**config.mk**
```make
export PLATFORM = sky130hd
export DESIGN_NAME = register_file_8x16
export DESIGN_NICKNAME = d
export VERILOG_FILES = /design/src/rtl/register_file_8x16.sv
export SDC_FILE = /design/constraint.sdc
export NUM_CORES = 1
export LEC_CHECK = 0
export CELL_PAD_IN_SITES_DETAIL_PLACEMENT = 0
export CELL_PAD_IN_SITES_GLOBAL_PLACEMENT = 1
export CORE_MARGIN = 2
export CORE_UTILIZATION = 30
export DETAILED_ROUTE_END_ITERATION = 6
export PLACE_DENSITY_LB_ADDON = 0.05
export SYNTH_ARGS = -nofsm -noshare
export SYNTH_HDL_FRONTEND = slang
export SYNTH_SLANG_ARGS = --single-unit
```
**constraint.sdc**
```tcl
create_clock -name clk -period 5.5 [get_ports clk]
set_clock_uncertainty 0.15 [all_clocks]
set_input_delay 1.1 -clock clk [delete_from_list [all_inputs] [get_ports clk]]
set_output_delay 1.1 -clock clk [all_outputs]
set_load 0.05 [all_outputs]
```
**src/rtl/register_file_8x16.sv**
```systemverilog
// ============================================================================
// register_file_8x16
// ----------------------------------------------------------------------------
// Purpose:
//   An 8-entry x 16-bit register file that sits downstream of the
//   transfer_or_16bit gate. It supplies operands to the ALU through two
//   asynchronous read ports.
//
//   Each entry's next state comes from its own transfer_or_16bit gate:
//     select    = write strobe for that entry
//     new_data  = wdata
//     hold_data = the entry's current value
//   Every entry captures its gate output on every rising clock edge. An entry
//   whose strobe is low therefore recirculates its own value.
//
// Ports:
//   clk      in   1   system clock; all state updates on the rising edge
//   rst      in   1   synchronous, active-high reset; clears entries and count
//   we       in   1   write enable
//   waddr    in   3   write address
//   wdata    in   16  write data (new_data of the transfer gates)
//   raddr_a  in   3   read port A address
//   raddr_b  in   3   read port B address
//   rdata_a  out  16  read port A data (combinational)
//   rdata_b  out  16  read port B data (combinational)
//   wr_count out  8   committed-write counter, saturates at 8'hFF
//
// Configuration:
//   RF_BYPASS_EN - when defined, a read whose address matches an active
//                  write returns wdata in the same cycle (write-through
//                  forwarding, applied to each port independently). When it
//                  is undefined, the read ports always return stored
//                  contents. Storage and wr_count behave the same in both
//                  builds.
// ============================================================================
module register_file_8x16 #(
    parameter int NUM_REGS = 8,
    parameter int ADDR_W   = 3,
    parameter int DATA_W   = 16
) (
    input  logic              clk,
    input  logic              rst,
    input  logic              we,
    input  logic [ADDR_W-1:0] waddr,
    input  logic [DATA_W-1:0] wdata,
    input  logic [ADDR_W-1:0] raddr_a,
    input  logic [ADDR_W-1:0] raddr_b,
    output logic [DATA_W-1:0] rdata_a,
    output logic [DATA_W-1:0] rdata_b,
    output logic [7:0]        wr_count
);

    // This function is the transfer_or_16bit gate. It passes new_data when
    // select is high and hold_data when select is low. It is built as AND-OR
    // so that it matches the gate-level upstream block.
    function automatic logic [DATA_W-1:0] transfer_or_16bit(
        input logic              select,
        input logic [DATA_W-1:0] new_data,
        input logic [DATA_W-1:0] hold_data
    );
        transfer_or_16bit = ({DATA_W{select}}  & new_data) |
                            ({DATA_W{~select}} & hold_data);
    endfunction

    logic [DATA_W-1:0] q_r [NUM_REGS];
    logic [DATA_W-1:0] d_s [NUM_REGS];
    logic [NUM_REGS-1:0] sel_s;
    logic [7:0]        wr_count_r;

    // Write decode: sel_s is one-hot when we is high and all-zero otherwise.
    always_comb begin
        sel_s = {NUM_REGS{1'b0}};
        for (int i = 0; i < NUM_REGS; i++) begin
            sel_s[i] = we & (waddr == ADDR_W'(i));
        end
    end

    // Next-state computation: the transfer gate of each entry chooses between wdata and the entry's held value.
    always_comb begin
        for (int i = 0; i < NUM_REGS; i++) begin
            d_s[i] = transfer_or_16bit(sel_s[i], wdata, q_r[i]);
        end
    end

    // Entry storage: the reset clear has priority over any write in the same cycle.
    always_ff @(posedge clk) begin
        if (rst) begin
            for (int i = 0; i < NUM_REGS; i++) begin
                q_r[i] <= {DATA_W{1'b0}};
            end
        end else begin
            for (int i = 0; i < NUM_REGS; i++) begin
                q_r[i] <= d_s[i];
            end
        end
    end

    // Committed-write counter: it saturates at 8'hFF and never wraps.
    always_ff @(posedge clk) begin
        if (rst) begin
            wr_count_r <= 8'h00;
        end else if (we && (wr_count_r != 8'hFF)) begin
            wr_count_r <= wr_count_r + 8'h01;
        end else begin
            wr_count_r <= wr_count_r;
        end
    end

    assign wr_count = wr_count_r;

    // Read ports: each is an asynchronous mux over the entries. With
    // forwarding enabled, a matching active write overrides the stored value.
    always_comb begin
        rdata_a = q_r[raddr_a];
        rdata_b = q_r[raddr_b];
`ifdef RF_BYPASS_EN
        if (we && (raddr_a == waddr)) begin
            rdata_a = wdata;
        end else begin
            rdata_a = q_r[raddr_a];
        end
        if (we && (raddr_b == waddr)) begin
            rdata_b = wdata;
        end else begin
            rdata_b = q_r[raddr_b];
        end
`endif
    end

endmodule

```
==> impl_metrics.tcl, run 1 <==
set metrics [dict create \
    via_per_inst 5.22 \
    fill_cells 2390 \
    swShare_pct 24.2 \
    arrival_ns 3.42 \
    areaGrowthSynthToFinish_pct 19.5 \
    worst_slack_ns 0.828 \
    synthSimpleGateAreaFrac_pct 17.3 \
    postCtsSetupBuffers 0 \
    timing.final.crit_period_ns 4.67 \
    synth_top_family_by_area "multiplexers" \
    period_share_pct 85.0 \
    synth-seq-cells 136 \
    cts.sinks 136 \
    worstHoldPathCells 2 \
    critPathKind "primary input to primary output" \
    post_cts_resized 0 \
    overflow 0 \
    synth_cell_type_count 32 \
    vias 5746 \
    path_delay_family "buffers and inverters" \
    rsz0062_at_grt "false" \
    cts_tree "done" \
    path_cells "clkdlybuf4s50_1 > buf_4 > mux4_2 > mux2_2 > clkdlybuf4s50_1" \
    hold_path_class "flip-flop to flip-flop" \
    cts_root_buf "clkbuf_16" \
    antenna_left 0 \
    setup_violations 0 \
    pin_count 68 \
    antennaDiodeCount 0 \
    ys_warn_count 0 \
    initial_core_util_pct 30.7 \
    antenna_found_initial 0 \
    end_kind "primary output" \
    fin_nets 798 \
    dieArea_mm2 0.0254 \
    status "completed" \
    synth-adder-area-share_pct 0.173 \
    path_max_fanout 32 \
    pwr-share-comb_pct 9.8 \
    drt_iter0_drc 322 \
    place.gp.congestion 0.730 \
    cellLeakagePower_nw 3.21 \
    drive_gt1_share_pct 12.7 \
    clk_path_buf_depth 2 \
    first_pass_iters 4 \
    p_seq_share_pct 39.9 \
    die_h_um 159 \
    maxCapViolCount 0 \
    grt_pass1_vias 5774 \
    p_sw_w 0.000621 \
    port_buffers 67 \
    syn_area_mm2 0.00724 \
    grt_pass1_wl_um 36600 \
    maxSlewViolCount 0 \
    cts.htree.levels 4 \
    cts_made_buffers 17 \
    drc 0 \
    routed_wl_um 24700 \
    synthCells 747 \
    slew_headroom_pct 22.4 \
    std_cell_rows 56 \
    dp_slack_ns 0.830 \
    critPathSlowestCell "clkdlybuf4s50_1" \
    rr_startpoint "wr_count[0]$_SDFFE_PP0P_" \
    ff2ff_setup_slack_ns 3.65 \
    intPower_w 0.00194 \
    critPathRequiredTime_ns 4.25 \
    synth_top_area_share_pct 37.6 \
    synth_xor_area_share_pct 0 \
    routedWlPerCell_um 22.5 \
    clkTransAtPathRegs_ns 0.06 \
    fin_hold_ws_ns 0.314 \
    hold_viol 0 \
    yosysTopAreaCell "dfxtp_1" \
    critical_path.most_common_cell "clkdlybuf4s50_1" \
    rr_worst_depth 4 \
    hold_buffers 0 \
    critPathLaunchType "primary input" \
    worst-path-buf-inv 3 \
    clock_latency_ns 0.42 \
    syn-num-nets 776 \
    coreArea_mm2 0.0235 \
    synth_area_leaders "dfxtp_1, mux4_1, nand2_1, a21oi_1, mux2_2" \
    setup_tns_ns 0 \
    dieWidth_um 159 \
    ir_worst_vdd_mv 0.161 \
    syn_avg_cell_area_um2 9.69 \
    worst_pin_slew_ns 1.16 \
    seq_area_frac_synth_pct 37.6 \
    worst_r2r_endpoint "wr_count[0]$_SDFFE_PP0P_" \
    dp_hpwl_um 14800 \
    timing.fmax_mhz 214 \
    powerDensity_mw_per_mm2 297 \
    muxShareOfSynthArea_pct 28.3 \
    cpPeakStageDelay_ns 0.73 \
    p_clk_share_pct 50.4 \
    track_usage_pct 19.5 \
    grt_max_degree 101 \
    synth_compound_area_share_pct 9.74 \
]
[cells by family after synthesis]
logic type | Yosys count
DFF | 136
AOI/OAI and AO/OA | 138
muxes | 99
adders and majority gates | 1
buffers and inverters | 82
and+or+nand+nor | 291
[cells in the final DEF (no fill, tap or decap), types with 4 or more instances in the layout]
cell             instances
and4b_1                  4
buf_4                   17
clkdlybuf4s50_1         64
bufinv_16                5
clkinv_2                 4
and4_1                   4
mux2_2                  34
clkbuf_16               17
a21oi_1                131
mux4_1                  56
nand2_1                259
dfxtp_1                136
mux4_2                   8
[through the flow]
stage | total power (W) | instance area, µm² | cells | utilization (%)
after floorplan | 0.00121 | 7240 | 747 | -
after global placement | 0.00129 | 7980 | 1069 | 33.9
after detailed placement | 0.00130 | 7980 | 1069 | 33.9
after CTS | 0.00259 | 8650 | 1101 | 36.7
after global routing | 0.00266 | 8650 | 1101 | 36.7
final | 0.00257 | 8650 | 1101 | 36.7
[tightest hold or removal path, cell delays in order (launching register included)]
cell	delay, ns
dfxtp_1	0.31
nand2_1	0.05
a21oi_1	0.05
[cell usage after synthesis, drive strengths merged]
library cell    n
nor4b           1
nand2         259
a21boi          1
nand2b          2
mux2           34
buf            47
and3            2
nor2b           2
nor3            2
or4b            1
and4bb          1
nand4           2
nand4b          3
nor4bb          3
dfxtp         136
a21oi         131
ha              1
mux4           64
nand4bb         3
mux2i           1
o21bai          1
clkbuf         35
and4            4
a31oi           3
a211oi          2
and4b           4
nor2            2
[area by class of cell]
class | count | area [µm²] | share of cell area, %
clock buffer | 20 | 467 | 5.40
clock inverter | 12 | 196 | 2.27
multi-input combinational | 529 | 4040 | 46.8
sequential | 136 | 2720 | 31.5
tap | 319 | 399 | 4.62
timing repair buffer | 85 | 818 | 9.46
[layer usage]
metal	vias up	track usage (%)	part of all wire (%)
li1	2704	-	-
met1	2862	26.1	47
met2	158	32.5	48
met3	22	3.99	4.2
met4	0	4.63	1.0
met5	-	0	0
[power by group through the flow]
stage | clock network (W) | logic (W) | registers, W
2_1_floorplan | 0 | 0.000170 | 0.00104
3_3_place_gp | 0 | 0.000250 | 0.00104
3_5_place_dp | 0 | 0.000253 | 0.00104
4_1_cts | 0.00132 | 0.000253 | 0.00102
5_1_grt | 0.00136 | 0.000268 | 0.00103
6_report | 0.00129 | 0.000251 | 0.00102
[worst max-delay path by stage]
stage	start	to	slack (ns)	cells after the start
5_1_grt	raddr_a[1]	rdata_a[15]	0.77	5
3_5_place_dp	raddr_a[1]	rdata_a[15]	0.83	5
4_1_cts	raddr_a[1]	rdata_a[8]	0.82	5
6_report	raddr_a[1]	rdata_a[15]	0.83	5
2_1_floorplan	raddr_a[0]	rdata_a[10]	1.98	4
3_3_place_gp	raddr_a[1]	rdata_a[15]	0.85	5
(Power assumes the default switching activity.)
==> inputs of run 2 (changes only) <==
==> constraint.sdc (replaced) <==
create_clock -name clk -period 4.6 [get_ports clk]
set_clock_uncertainty 0.15 [all_clocks]
set_input_delay 0.92 -clock clk [delete_from_list [all_inputs] [get_ports clk]]
set_output_delay 0.92 -clock clk [all_outputs]
set_load 0.05 [all_outputs]
==> run 2 against run 1 <==
Utilization decreased by 0.80 points. Cell count about the same. Critical path depth unchanged. Count of clock-buffer cells in the layout increased by 2. First-iteration DRC count increased by 7.8%. Register-to-register slack got worse by 0.95 ns. Global-route usage increased by 0.39 points. Critical path type unchanged. Critical endpoint unchanged.
==> impl_metrics.tcl, run 2 (synthesis gave the netlist of run 1 again) <==
set metrics [dict create \
    status "completed" \
    cts.htree.levels 4 \
    clkTransAtPathRegs_ns 0.05 \
    powerDensity_mw_per_mm2 330 \
    worst-path-buf-inv 3 \
    hold_path_class "flip-flop to flip-flop" \
    pin_count 68 \
    postCtsSetupBuffers 0 \
    critPathLaunchType "primary input" \
    grt_pass1_vias 5844 \
    worst_pin_slew_ns 1.11 \
    critical_path.most_common_cell "buf_4" \
    path_delay_family "buffers and inverters" \
    cts_made_buffers 17 \
    rsz0062_at_grt "false" \
    slew_headroom_pct 25.8 \
    antenna_left 0 \
    arrival_ns 2.70 \
    ff2ff_setup_slack_ns 2.70 \
    cellLeakagePower_nw 3.23 \
    fin_nets 802 \
    ir_worst_vdd_mv 0.191 \
    rr_startpoint "wr_count[0]$_SDFFE_PP0P_" \
    clock_latency_ns 0.42 \
    antennaDiodeCount 0 \
    setup_violations 0 \
    dp_hpwl_um 15000 \
    dieArea_mm2 0.0254 \
    routed_wl_um 24900 \
    vias 5776 \
    path_max_fanout 32 \
    clk_path_buf_depth 2 \
    setup_tns_ns 0 \
    hold_buffers 0 \
    worstHoldPathCells 2 \
    std_cell_rows 56 \
    cts_tree "done" \
    cts_root_buf "clkbuf_16" \
    port_buffers 67 \
    drt_iter0_drc 347 \
    critPathRequiredTime_ns 3.53 \
    period_share_pct 82.1 \
    hold_viol 0 \
    drive_gt1_share_pct 16.4 \
    path_cells "clkdlybuf4s50_1 > buf_4 > mux4_2 > mux2_2 > buf_4" \
    via_per_inst 5.25 \
    grt_max_degree 97 \
    fin_hold_ws_ns 0.314 \
    post_cts_resized 0 \
    track_usage_pct 19.9 \
    worst_r2r_endpoint "wr_count[0]$_SDFFE_PP0P_" \
    cts.sinks 136 \
    drc 0 \
    rr_worst_depth 4 \
    initial_core_util_pct 30.7 \
    timing.fmax_mhz 265 \
    timing.final.crit_period_ns 3.77 \
    final_common_cell "nand2_1" \
    coreArea_mm2 0.0235 \
    first_pass_iters 5 \
    critPathSlowestCell "clkdlybuf4s50_1" \
    overflow 0 \
    die_h_um 159 \
    areaGrowthSynthToFinish_pct 16.9 \
    routedWlPerCell_um 22.6 \
    place.gp.congestion 0.735 \
    grt_pass1_wl_um 37600 \
    maxCapViolCount 0 \
    final_cell_mix "nand2_1, dfxtp_1, a21oi_1, mux4_1, buf_4" \
    maxSlewViolCount 0 \
    cpPeakStageDelay_ns 0.46 \
    critPathKind "primary input to primary output" \
    end_kind "primary output" \
    dieWidth_um 159 \
    antenna_found_initial 0 \
]
==> run 2: report_power, final <==
part	switching [W]	internal [W]	total (W)	leakage [nW]
logic	0.000184	0.000115	0.000299	1.87
registers	0.0000203	0.00120	0.00122	1.10
clock network	0.000503	0.000767	0.00127	0.263
==> run 2: worst register-to-register path: cells and delay by family, from the launching register on <==
family	cells	cell delay [ns]
muxes	1	0.38
AOI/OAI and AO/OA	1	0.38
and+or+nand+nor	1	0.27
DFF	1	0.35
adders and majority gates	1	0.27
==> run 2: cell type report <==
| type | instances | area (µm²) |
|---|---|---|
| repair buffers | 89 | 768 |
| fillers | 2400 | 15100 |
| clock buffers | 22 | 474 |
| flip-flops and latches | 136 | 2720 |
| multi-input cells | 529 | 4040 |
| well taps | 319 | 399 |
| clock inverters | 5 | 50.0 |
==> run 2: worst max-delay path by stage <==
| stage | cells past startpoint | to | startpoint | slack, ns |
|---|---|---|---|---|
| 5_1_grt | 5 | rdata_b[8] | raddr_b[1] | 0.77 |
| 3_3_place_gp | 5 | rdata_a[15] | raddr_a[1] | 0.83 |
| 3_5_place_dp | 5 | rdata_b[8] | raddr_b[1] | 0.83 |
| 2_1_floorplan | 4 | rdata_a[10] | raddr_a[0] | 1.44 |
| 6_report | 5 | rdata_a[15] | raddr_a[1] | 0.83 |
| 4_1_cts | 5 | rdata_b[8] | raddr_b[1] | 0.82 |
==> run 2: routing by layer <==
layer | vias up | track usage, % | wire, µm
li1 | 2710 | - | -
met4 | 0 | 4.63 | 228
met5 | - | 0 | 0
met1 | 2915 | 27.3 | 11900
met2 | 137 | 33.1 | 11900
met3 | 14 | 2.94 | 847
==> run 2: metrics by stage <==
stage	cell area [µm²]	worst slack, ns	std cells	total power [W]	utilization [%]
floorplan	7240	1.44	747	0.00145	-
finish	8460	0.825	1100	0.00279	35.9
global placement	7930	0.827	1073	0.00155	33.7
CTS	8460	0.817	1100	0.00282	35.9
detailed placement	7930	0.834	1073	0.00155	33.7
global route	8460	0.769	1100	0.00289	35.9
==> inputs of run 3 (changes only) <==
==> constraint.sdc (replaced) <==
create_clock -name clk -period 3.25 [get_ports clk]
set_clock_uncertainty 0.15 [all_clocks]
set_input_delay 0.65 -clock clk [delete_from_list [all_inputs] [get_ports clk]]
set_output_delay 0.65 -clock clk [all_outputs]
set_load 0.05 [all_outputs]
==> run 3 against run 2 <==
Sequential share of layout area fell by 1.3 points. Via count rose by 0.43%. Utilization rose by 1.5 points. Power rose by 59%. Register-to-register slack got worse by 1.4 ns. Non-clock buffer count rose by 12. Critical endpoint is now rdata_b[15]. Largest cell class unchanged.
==> impl_metrics.tcl, run 3 (synthesis gave the netlist of run 1 again) <==
set metrics [dict create \
    status "completed" \
    coreArea_mm2 0.0235 \
    clk_path_buf_depth 2 \
    critPathSlowestCell "clkdlybuf4s50_1" \
    period_share_pct 94.9 \
    cts.htree.levels 4 \
    instances_no_fill 1117 \
    routed_wl_um 25300 \
    slew_headroom_pct 51.0 \
    antenna_found_initial 0 \
    routedWlPerCell_um 22.7 \
    setup_violations 0 \
    via_per_inst 5.19 \
    rr_worst_depth 4 \
    fin_nets 814 \
    vias 5801 \
    post_cts_resized 0 \
    pin_count 68 \
    drive_gt1_share_pct 18.4 \
    timing.final.crit_period_ns 3.09 \
    ir_worst_vdd_mv 0.322 \
    cts_tree "done" \
    dp_hpwl_um 15800 \
    worst_slack_ns 0.165 \
    ff_latch_area_mm2 0.00272 \
    port_buffers 67 \
    powerDensity_mw_per_mm2 504 \
    postCtsSetupBuffers 0 \
    worstHoldPathCells 2 \
    grt_pass1_wl_um 37800 \
    areaGrowthSynthToFinish_pct 21.7 \
    cts_made_buffers 17 \
    clkTransAtPathRegs_ns 0.06 \
    dieWidth_um 159 \
    dp_cells 1085 \
    end_kind "primary output" \
    cellLeakagePower_nw 3.39 \
    critPathLaunchType "primary input" \
    overflow 0 \
    first_pass_iters 4 \
    dp_slack_ns 0.174 \
    hold_buffers 0 \
    arrival_ns 2.29 \
    path_cells "clkdlybuf4s50_1 > buf_12 > mux4_2 > mux2_2 > buf_4" \
    cts_root_buf "clkbuf_16" \
    maxSlewViolCount 0 \
    cpPeakStageDelay_ns 0.51 \
    dieArea_mm2 0.0254 \
    fill_cells 2368 \
    maxCapViolCount 0 \
    grt_pass1_vias 5858 \
    antenna_left 0 \
    initial_core_util_pct 30.7 \
    setup_tns_ns 0 \
    ff2ff_setup_slack_ns 1.32 \
    final_cell_mix "nand2_1, dfxtp_1, a21oi_1, buf_4, mux4_1" \
    worst_pin_slew_ns 0.733 \
    p_total_w 0.00444 \
    drc 0 \
    grt_max_degree 63 \
    timing.fmax_mhz 324 \
    hold_path_class "flip-flop to flip-flop" \
    multi_input_area_mm2 0.00404 \
    clock_latency_ns 0.42 \
    critPathKind "primary input to primary output" \
    std_cell_rows 56 \
    rsz0062_at_grt "false" \
    hold_viol 0 \
    drt_iter0_drc 445 \
    fin_hold_ws_ns 0.312 \
    cts.sinks 136 \
    path_max_fanout 32 \
    track_usage_pct 20.2 \
    antennaDiodeCount 0 \
    final_common_cell "nand2_1" \
    critPathRequiredTime_ns 2.45 \
    die_h_um 159 \
    place.gp.congestion 0.777 \
]
==> run 3: cell count changes in the layout (fill, tap and decap cells not counted), sizes merged <==
cell,change
buf,+12
bufinv,+5
inv,+2
clkinvlp,+2
clkbuf,-4
==> run 3: layout make-up <==
cell class	count	share of cell area, %
multi-input combinational	529	45.9
sequential	136	30.9
timing repair buffer	101	10.9
clock buffer	18	4.99
tap	319	4.53
clock inverter	14	2.77
==> run 3: worst max-delay path, delay by kind of cell <==
| kind | cells | cell delay, ns |
|---|---|---|
| buf+inv | 3 | 0.95 |
| mux | 2 | 0.66 |
==> run 3: worst paths after layout <==
path                       startpoint                        to
max                        raddr_b[1]               rdata_b[15]
min                         flip-flop                 flip-flop
max reg2reg  wr_count[0]$_SDFFE_PP0P_  wr_count[0]$_SDFFE_PP0P_
min reg2reg                 flip-flop                 flip-flop
==> run 3: per-layer routing <==
| layer | global-route usage, % | vias up | wire (µm) |
|---|---|---|---|
| met2 | 33.2 | 143 | 12000 |
| met3 | 3.75 | 15 | 1070 |
| met1 | 27.3 | 2905 | 12000 |
| met4 | 5.54 | 0 | 239 |
| met5 | 0 | - | 0 |
| li1 | - | 2738 | - |
==> run 3: stage by stage <==
stage	instance area, µm²	utilization (%)
6_report	8810	37.4
5_1_grt	8810	37.4
4_1_cts	8810	37.4
3_5_place_dp	8120	34.5
3_3_place_gp	8120	34.5
2_1_floorplan	7240	-
==> run 3: where the power goes <==
| part | leakage (nW) | internal, W | switching, W |
|---|---|---|---|
| combinational | 1.96 | 0.000179 | 0.000271 |
| sequential | 1.10 | 0.00170 | 0.0000268 |
| clock | 0.327 | 0.00147 | 0.000791 |
| total | 3.39 | 0.00335 | 0.00109 |
